[config.mk]
export PLATFORM = sky130hd
export DESIGN_NAME = mix_columns
export DESIGN_NICKNAME = d
export VERILOG_FILES = /design/src/rtl/mix_columns.sv
export SDC_FILE = /design/constraint.sdc
export NUM_CORES = 1
export LEC_CHECK = 0
export CAP_MARGIN = 20
export CORE_MARGIN = 4
export CORE_UTILIZATION = 50
export CTS_BUF_LIST = sky130_fd_sc_hd__clkbuf_16
export DETAILED_ROUTE_END_ITERATION = 8
export MAX_ROUTING_LAYER = met4
export PLACE_DENSITY = 0.84
export RECOVER_POWER = 50
export REMOVE_ABC_BUFFERS = 1
export SLEW_MARGIN = 20
export SYNTH_ARGS = -nofsm -noshare
export SYNTH_HDL_FRONTEND = slang
export SYNTH_SLANG_ARGS = --single-unit
[constraint.sdc]
create_clock -name clk_in -period 5 [get_ports clk_in]
set_clock_uncertainty 0.2 [all_clocks]
set_input_delay 0.75 -clock clk_in [delete_from_list [all_inputs] [get_ports clk_in]]
set_output_delay 0.75 -clock clk_in [all_outputs]
set_load 0.03 [all_outputs]
[src/rtl/mix_columns.sv]
// AES MixColumns / InvMixColumns engine: one column per cycle through a single
// shared GF(2^8) constant-multiplier column, framed by an IDLE/MIX/OUTPUT FSM.
module mix_columns #(
  parameter bit INVERSE = 1'b0
) (
  input  logic         clk_in,
  input  logic         rst_in,
  input  logic         start,
  input  logic [127:0] block_in,
  output logic [127:0] result_out,
  output logic         valid_out,
  output logic         busy_out
);

  typedef enum logic [1:0] {
    IDLE   = 2'd0,
    MIX    = 2'd1,
    OUTPUT = 2'd2
  } state_t;

  state_t         r_state;
  logic [2:0]     r_col;
  logic [127:0]   r_block;
  logic [127:0]   r_acc;
  logic [31:0]    w_col_in;
  logic [31:0]    w_col_out;

  function automatic logic [7:0] xtime(input logic [7:0] x);
    return {x[6:0], 1'b0} ^ (x[7] ? 8'h1B : 8'h00);
  endfunction

  function automatic logic [7:0] mul2(input logic [7:0] x);
    return xtime(x);
  endfunction

  function automatic logic [7:0] mul3(input logic [7:0] x);
    return xtime(x) ^ x;
  endfunction

  function automatic logic [7:0] mul9(input logic [7:0] x);
    return xtime(xtime(xtime(x))) ^ x;
  endfunction

  function automatic logic [7:0] mulb(input logic [7:0] x);
    return xtime(xtime(xtime(x))) ^ xtime(x) ^ x;
  endfunction

  function automatic logic [7:0] muld(input logic [7:0] x);
    return xtime(xtime(xtime(x))) ^ xtime(xtime(x)) ^ x;
  endfunction

  function automatic logic [7:0] mule(input logic [7:0] x);
    return xtime(xtime(xtime(x))) ^ xtime(xtime(x)) ^ xtime(x);
  endfunction

  // Column word packs row r of the column into bits [8r +: 8].
  function automatic logic [31:0] mix_fwd(input logic [31:0] col);
    logic [7:0] a0, a1, a2, a3;
    a0 = col[7:0];
    a1 = col[15:8];
    a2 = col[23:16];
    a3 = col[31:24];
    return {mul3(a0) ^ a1 ^ a2 ^ mul2(a3),
            a0 ^ a1 ^ mul2(a2) ^ mul3(a3),
            a0 ^ mul2(a1) ^ mul3(a2) ^ a3,
            mul2(a0) ^ mul3(a1) ^ a2 ^ a3};
  endfunction

  function automatic logic [31:0] mix_inv(input logic [31:0] col);
    logic [7:0] a0, a1, a2, a3;
    a0 = col[7:0];
    a1 = col[15:8];
    a2 = col[23:16];
    a3 = col[31:24];
    return {mulb(a0) ^ muld(a1) ^ mul9(a2) ^ mule(a3),
            muld(a0) ^ mul9(a1) ^ mule(a2) ^ mulb(a3),
            mul9(a0) ^ mule(a1) ^ mulb(a2) ^ muld(a3),
            mule(a0) ^ mulb(a1) ^ muld(a2) ^ mul9(a3)};
  endfunction

  // Gather the column currently addressed by the counter from the captured block.
  always_comb begin
    w_col_in = 32'h0;
    for (int r = 0; r < 4; r++) begin
      w_col_in[8*r +: 8] = r_block[32*r + 8*r_col[1:0] +: 8];
    end
  end

  // The one shared column multiplier, fixed to the direction chosen at elaboration.
  always_comb begin
    if (INVERSE) begin
      w_col_out = mix_inv(w_col_in);
    end else begin
      w_col_out = mix_fwd(w_col_in);
    end
  end

  // Control FSM plus capture, accumulate and output registers.
  always_ff @(posedge clk_in) begin
    if (!rst_in) begin
      r_state    <= IDLE;
      r_col      <= 3'd0;
      r_block    <= 128'h0;
      r_acc      <= 128'h0;
      result_out <= 128'h0;
      valid_out  <= 1'b0;
      busy_out   <= 1'b0;
    end else begin
      case (r_state)
        IDLE: begin
          valid_out <= 1'b0;
          if (start) begin
            r_block  <= block_in;
            r_col    <= 3'd0;
            r_state  <= MIX;
            busy_out <= 1'b1;
          end else begin
            busy_out <= 1'b0;
          end
        end
        MIX: begin
          busy_out <= 1'b1;
          // Count value 4 is the extra cycle that publishes the finished accumulator.
          if (r_col == 3'd4) begin
            result_out <= r_acc;
            valid_out  <= 1'b1;
            r_col      <= 3'd0;
            r_state    <= OUTPUT;
          end else begin
            for (int r = 0; r < 4; r++) begin
              r_acc[32*r + 8*r_col[1:0] +: 8] <= w_col_out[8*r +: 8];
            end
            valid_out <= 1'b0;
            r_col     <= r_col + 3'd1;
          end
        end
        OUTPUT: begin
          valid_out <= 1'b0;
          busy_out  <= 1'b0;
          r_state   <= IDLE;
        end
        default: begin
          valid_out <= 1'b0;
          busy_out  <= 1'b0;
          r_col     <= 3'd0;
          r_state   <= IDLE;
        end
      endcase
    end
  end

endmodule

; ---- Word-level counts from Yosys, hierarchy flattened
; Index checks and enable logic that the tools add are counted.
[classes]
n_reduce_logical = 7
div = 0
order_cmp = 0
n_mul = 0
add_sub_neg = 8
n_bitwise = 22
n_mux = 17
n_eq_ne = 5
shift = 12
[op_table]
columns = cell, n
row1 = 128-bit bitwise mux, 4
row2 = 8-bit by 34-bit variable shift with 128-bit output (first input constant), 4
row3 = 8-bit by 34-bit variable part select with 128-bit output, 4
row4 = 128-bit by 33-bit variable part select with 8-bit output, 3
row5 = 128-bit by 6-bit variable part select with 8-bit output, 1
row6 = 8-bit bitwise XOR, 16
row7 = 8-bit negation with 34-bit output, 2
row8 = 5-bit negation with 34-bit output, 1
row9 = 7-bit negation with 34-bit output, 1
row10 = 8-bit by 5-bit bitwise XOR with 8-bit output, 4
row11 = 5-bit two-way mux, 4
row12 = 7-bit by 5-bit adder with 8-bit output (first input constant), 2
row13 = 2-bit AND reduction, 6
row14 = 3-bit one-hot mux with 3 select lines, 1
row15 = 6-bit by 5-bit adder with 7-bit output (first input constant), 1
row16 = 3-bit two-way mux, 2
row17 = 2-bit two-way mux, 2
row18 = 2-bit inequality test (second input constant), 2
row19 = 2-bit one-hot mux with 2 select lines, 1
row20 = 3-bit by 1-bit adder with 3-bit output (second input constant), 1
row21 = 3-bit == test (second input constant), 1
row22 = 2-bit by 1-bit == test with 1-bit output (second input constant), 1
row23 = 2-bit == test (second input constant), 1
row24 = 2-bit zero test, 1
row25 = other kinds (3), 5
[word_totals]
regBits = 391
ramBits = 0
mem_bits_ro = 0
in_bits = 131
mem_count = 0
elab_cells = 78
output_inout_bits = 130
latchBits = 0

; ---- Depth between registers and ports, before layout
[logic_depth]
depth_word = 13
mapped_depth = 12

; ---- Worst setup path after synthesis
; OpenSTA, ideal clock, no wires.
[synth_timing]
kind = flip-flop to flip-flop
startpoint = register r_col[1]
endpoint = register r_acc[17]
period_less_slack_ns = 2.981
setup_time_ns = 0.076
slack_ns = 2.019
arrival_time_ns = 2.705
stages_incl_launch_ff = 11
path_cell_list = dfxtp_1 -> buf_2 -> clkbuf_1 -> inv_1 -> ha_1 -> clkbuf_1 -> nor3b_2 -> and3_1 -> buf_2 -> nand3_1 -> o21ai_0
[synth_via]
elab_chain_len = 13
[synth_rtl]
columns = item, line_no
row1 = "start, declared", 22  ; logic [2:0] r_col;
row2 = "start signal, assigned", 134  ; r_col <= r_col + 3'd1;
row3 = 6-bit by 5-bit adder with 7-bit output, "85, 131"
row4 = 128-bit by 33-bit variable part select with 8-bit output, 85  ; w_col_in[8*r +: 8] = r_block[32*r + 8*r_col[1:0] +: 8];
row5 = 5-bit two-way mux, 29  ; return {x[6:0], 1'b0} ^ (x[7] ? 8'h1B : 8'h00);
row6 = 8-bit by 5-bit bitwise XOR with 8-bit output, 29
row7 = 8-bit bitwise XOR, 37  ; return xtime(x) ^ x;
row8 = 8-bit bitwise XOR (3 in series), 66  ; mul2(a0) ^ mul3(a1) ^ a2 ^ a3};
row9 = 8-bit by 34-bit variable part select with 128-bit output, 131  ; r_acc[32*r + 8*r_col[1:0] +: 8] <= w_col_out[8*r +: 8];
row10 = 128-bit bitwise mux (4 in series), 131
row11 = "end signal, assigned by index", 131
row12 = "end, declared", 24  ; logic [127:0] r_acc;
; Parallel ways exist; a longest one is shown, timed or not.
; A chain may end at the register's enable or synchronous reset.

; ---- Worst setup path after layout
[layout_timing]
startpoint = input port rst_in
endpoint = register r_block[8]
[layout_lines]
columns = item, line_no
row1 = "start, declared", 7  ; input logic rst_in,
row2 = "end signal, assigned", 113  ; r_block <= block_in;
row3 = "end, declared", 23  ; logic [127:0] r_block;
; No word-level cell between the ends.

==> impl_metrics.py <==
metrics = {
    "grt": {
        "grt_use_total_pct": 24.32,
        "grt_max_degree": 158,
        "antenna_found_initial": 0,
        "grt_pass1_wl_um": 69960,
        "grt_overflow": 0,
        "first_global_vias": 13150,
    },
    "sta": {
        "clock.fmax_mhz": 256.3,
        "post-route-period-util_pct": 78.04,
        "rsz0062_at_grt": "no",
        "finalSetupViolCount": 0,
        "tightest_slew_ps": 2580,
        "slew_headroom_pct": -72.03,
        "hold_viol": 0,
        "tns_ps": 0,
        "min_period_ps": 3902,
        "slew_viol_final": 158,
    },
    "die": {
        "fp.coreArea_mm2": 0.03278,
        "die_area_mm2": 0.03646,
        "start_util_pct": 51.04,
        "die_h_um": 190.9,
        "num_rows": 66,
        "io_pins": 261,
        "die_w_um": 190.9,
    },
    "layout": {
        "regArea_mm2": 0.007830,
        "final_area_mm2": 0.02077,
        "area_growth_pct": 24.11,
        "fin_nets": 2117,
        "drive_above_1_share_pct": 7.075,
        "instances_no_fill": 2449,
        "n_antenna_cell": 0,
        "multiInputGateArea_mm2": 0.008333,
        "fill_cells": 2625,
    },
    "yosys": {
        "synth_top_area_share_pct": 46.78,
        "synthCells": 1801,
        "yosysUniqueCellTypes": 47,
        "yosys_warnings": 0,
        "async_flop_share_pct": 0,
        "synthTopCellsByCount": "nand2_1 (551), dfxtp_1 (391), a21boi_0 (257)",
        "syn_area_mm2": 0.01673,
        "syn_area_per_cell_um2": 9.291,
        "yosysMostFrequentCell": "nand2_1",
        "yosysTopAreaCell": "dfxtp_1",
        "synth-main-ff-cell": "dfxtp_1",
        "ys_seq_area_share_pct": 46.78,
        "synth-seq-cells": 391,
        "synth_edf_count": 0,
        "yosys-top-cells-area": "dfxtp_1 (47%), nand2_1 (12%), a21boi_0 (12%)",
    },
    "route": {
        "remaining_drc_errors": 0,
        "firstDrtPassIters": 6,
        "final_antenna_net_count": 0,
        "avgRoutedWirePerCell_um": 18.08,
        "wl_um": 44290,
        "viasPerCell": 5.473,
        "num_vias": 13400,
        "first_iter_violations": 1105,
    },
    "critical_path": {
        "worstPathArrival_ps": 4130,
        "worstSetupPathType": "in -> reg",
        "crit_fanout": 157,
        "start_kind": "primary input",
        "reg2reg_to": "r_acc[91]",
        "endpoint": "r_block[8]",
        "endpoint_kind": "register",
        "r2r-start": "r_col[0]",
        "rrSetupSlack_ps": 1250,
        "crit_start": "rst_in",
        "r2r_cells": 6,
        "crit_required_ps": 5230,
    },
    "worst_hold_path": {
        "hold_path.class": "reg -> reg",
        "hold_start": "r_acc[127]",
        "worstHoldPathCells": 2,
    },
    "cts": {
        "clock_latency_ps": 540,
        "clk_pin_slew_worst_paths_ps": 60,
        "root_buffer": "clkbuf_16",
        "numCtsBuffers": 39,
        "cts_sinks": 391,
        "htreeDepth": 2,
        "cts_tree": "yes",
        "post_cts_buffers": 0,
        "cts.repair.resized": 0,
        "postCtsHoldBufs": 0,
        "max-clock-path-buffers": 3,
    },
    "power_and_ir_drop": {
        "vdd_ir_drop_max_mv": 0.2317,
        "p_leak_nw": 7.957,
        "power_density_mw_per_mm2": 353.2,
        "power_mw": 7.336,
    },
    "place": {
        "dp_hpwl_um": 30620,
        "port_buffers": 260,
        "gp_congestion": 0.8779,
        "dp_cells": 2378,
        "place_area_mm2": 0.01948,
    },
    "status": {
        "failed_checks": "max-capacitance violations, max-slew violations",
        "outcome": "complete, but fails checks",
    },
    "flow_run": {
        "cap_violations": 1,
    },
}
==> per-stage QoR <==
step,util [%],setup slack [ps],hold slack (ps)
2_1_floorplan,-,-1240,215.4
3_3_place_gp,59.43,1253,234.7
3_5_place_dp,59.43,1261,236.2
4_1_cts,63.35,1235,247.8
5_1_grt,63.35,732.9,276.1
6_report,63.35,1098,251.8
==> kinds of logic (layout without fill, tap and decap cells) <==
kind of cell	Yosys count	count (layout)	synth area share (%)
XOR/XNOR	80	80	8.487
AO/OA/AOI/OAI	437	437	18.63
adder cells (fa/ha/maj)	8	8	0.5982
AND/OR/NAND/NOR	706	706	17.50
buffers and inverters	147	353	3.656
multiplexers	32	32	4.352
flip-flops	391	391	46.78
==> report_power, final <==
part	internal, mW	switching, mW
clock network	1.72	1.21
logic	0.491	0.649
registers	3.21	0.0583
==> worst min-delay path by stage <==
stage	to	slack (ps)
CTS	r_acc[127]	250
global placement	r_acc[18]	230
finish	r_acc[127]	250
detailed placement	r_acc[127]	240
floorplan	r_acc[127]	220
global route	r_acc[127]	280
==> routing by layer <==
layer  track usage, %  vias up  share of wire (%)
li1                 -     6435                  -
met1            32.08     6361                 42
met2            39.77      529                 48
met3            3.488       78                7.5
met4            6.436        0                2.4
met5                -        -                  0
==> worst max-delay path, cell delays in order <==
cell      delay [ps]
clkbuf_2        1710
clkbuf_2        1190
a21boi_0         310
==> area by class of cell <==
| cell class | count | area share (%) |
|---|---|---|
| sequential | 391 | 37.70 |
| clock inverter | 30 | 1.356 |
| multi-input combinational | 1263 | 40.12 |
| clock buffer | 40 | 4.820 |
| timing repair buffer | 279 | 13.27 |
| inverter | 4 | 0.07229 |
| tap | 442 | 2.663 |
==> state kept, by name, summed over array words and instances (netlist names) <==
name and cells:
r_state 2, r_block 128, result_out 128, r_col 3, busy_out 1, r_acc 128, valid_out 1
==> cell usage in the layout, fill, tap and decap left out, drive strengths merged, types with 2 or more instances in the layout <==
cell type,netlist,layout
a21boi,257,257
a21oi,14,14
a221oi,38,38
a22oi,46,46
and2,12,12
and3,10,10
buf,17,17
bufinv,0,5
clkbuf,126,43
clkdlybuf4s50,0,129
clkinv,0,17
clkinvlp,0,2
dfxtp,391,391
dlygate4sd3,0,130
ha,8,8
inv,4,10
mux4,32,32
nand2,551,551
nand2b,7,7
nand3,17,17
nand4,7,7
nor2,43,43
nor2b,50,50
nor3,3,3
nor3b,2,2
o21ai,79,79
xnor2,27,27
xnor3,33,33
xor2,14,14
xor3,6,6
Note: power is estimated with default switching activity, not from simulation.
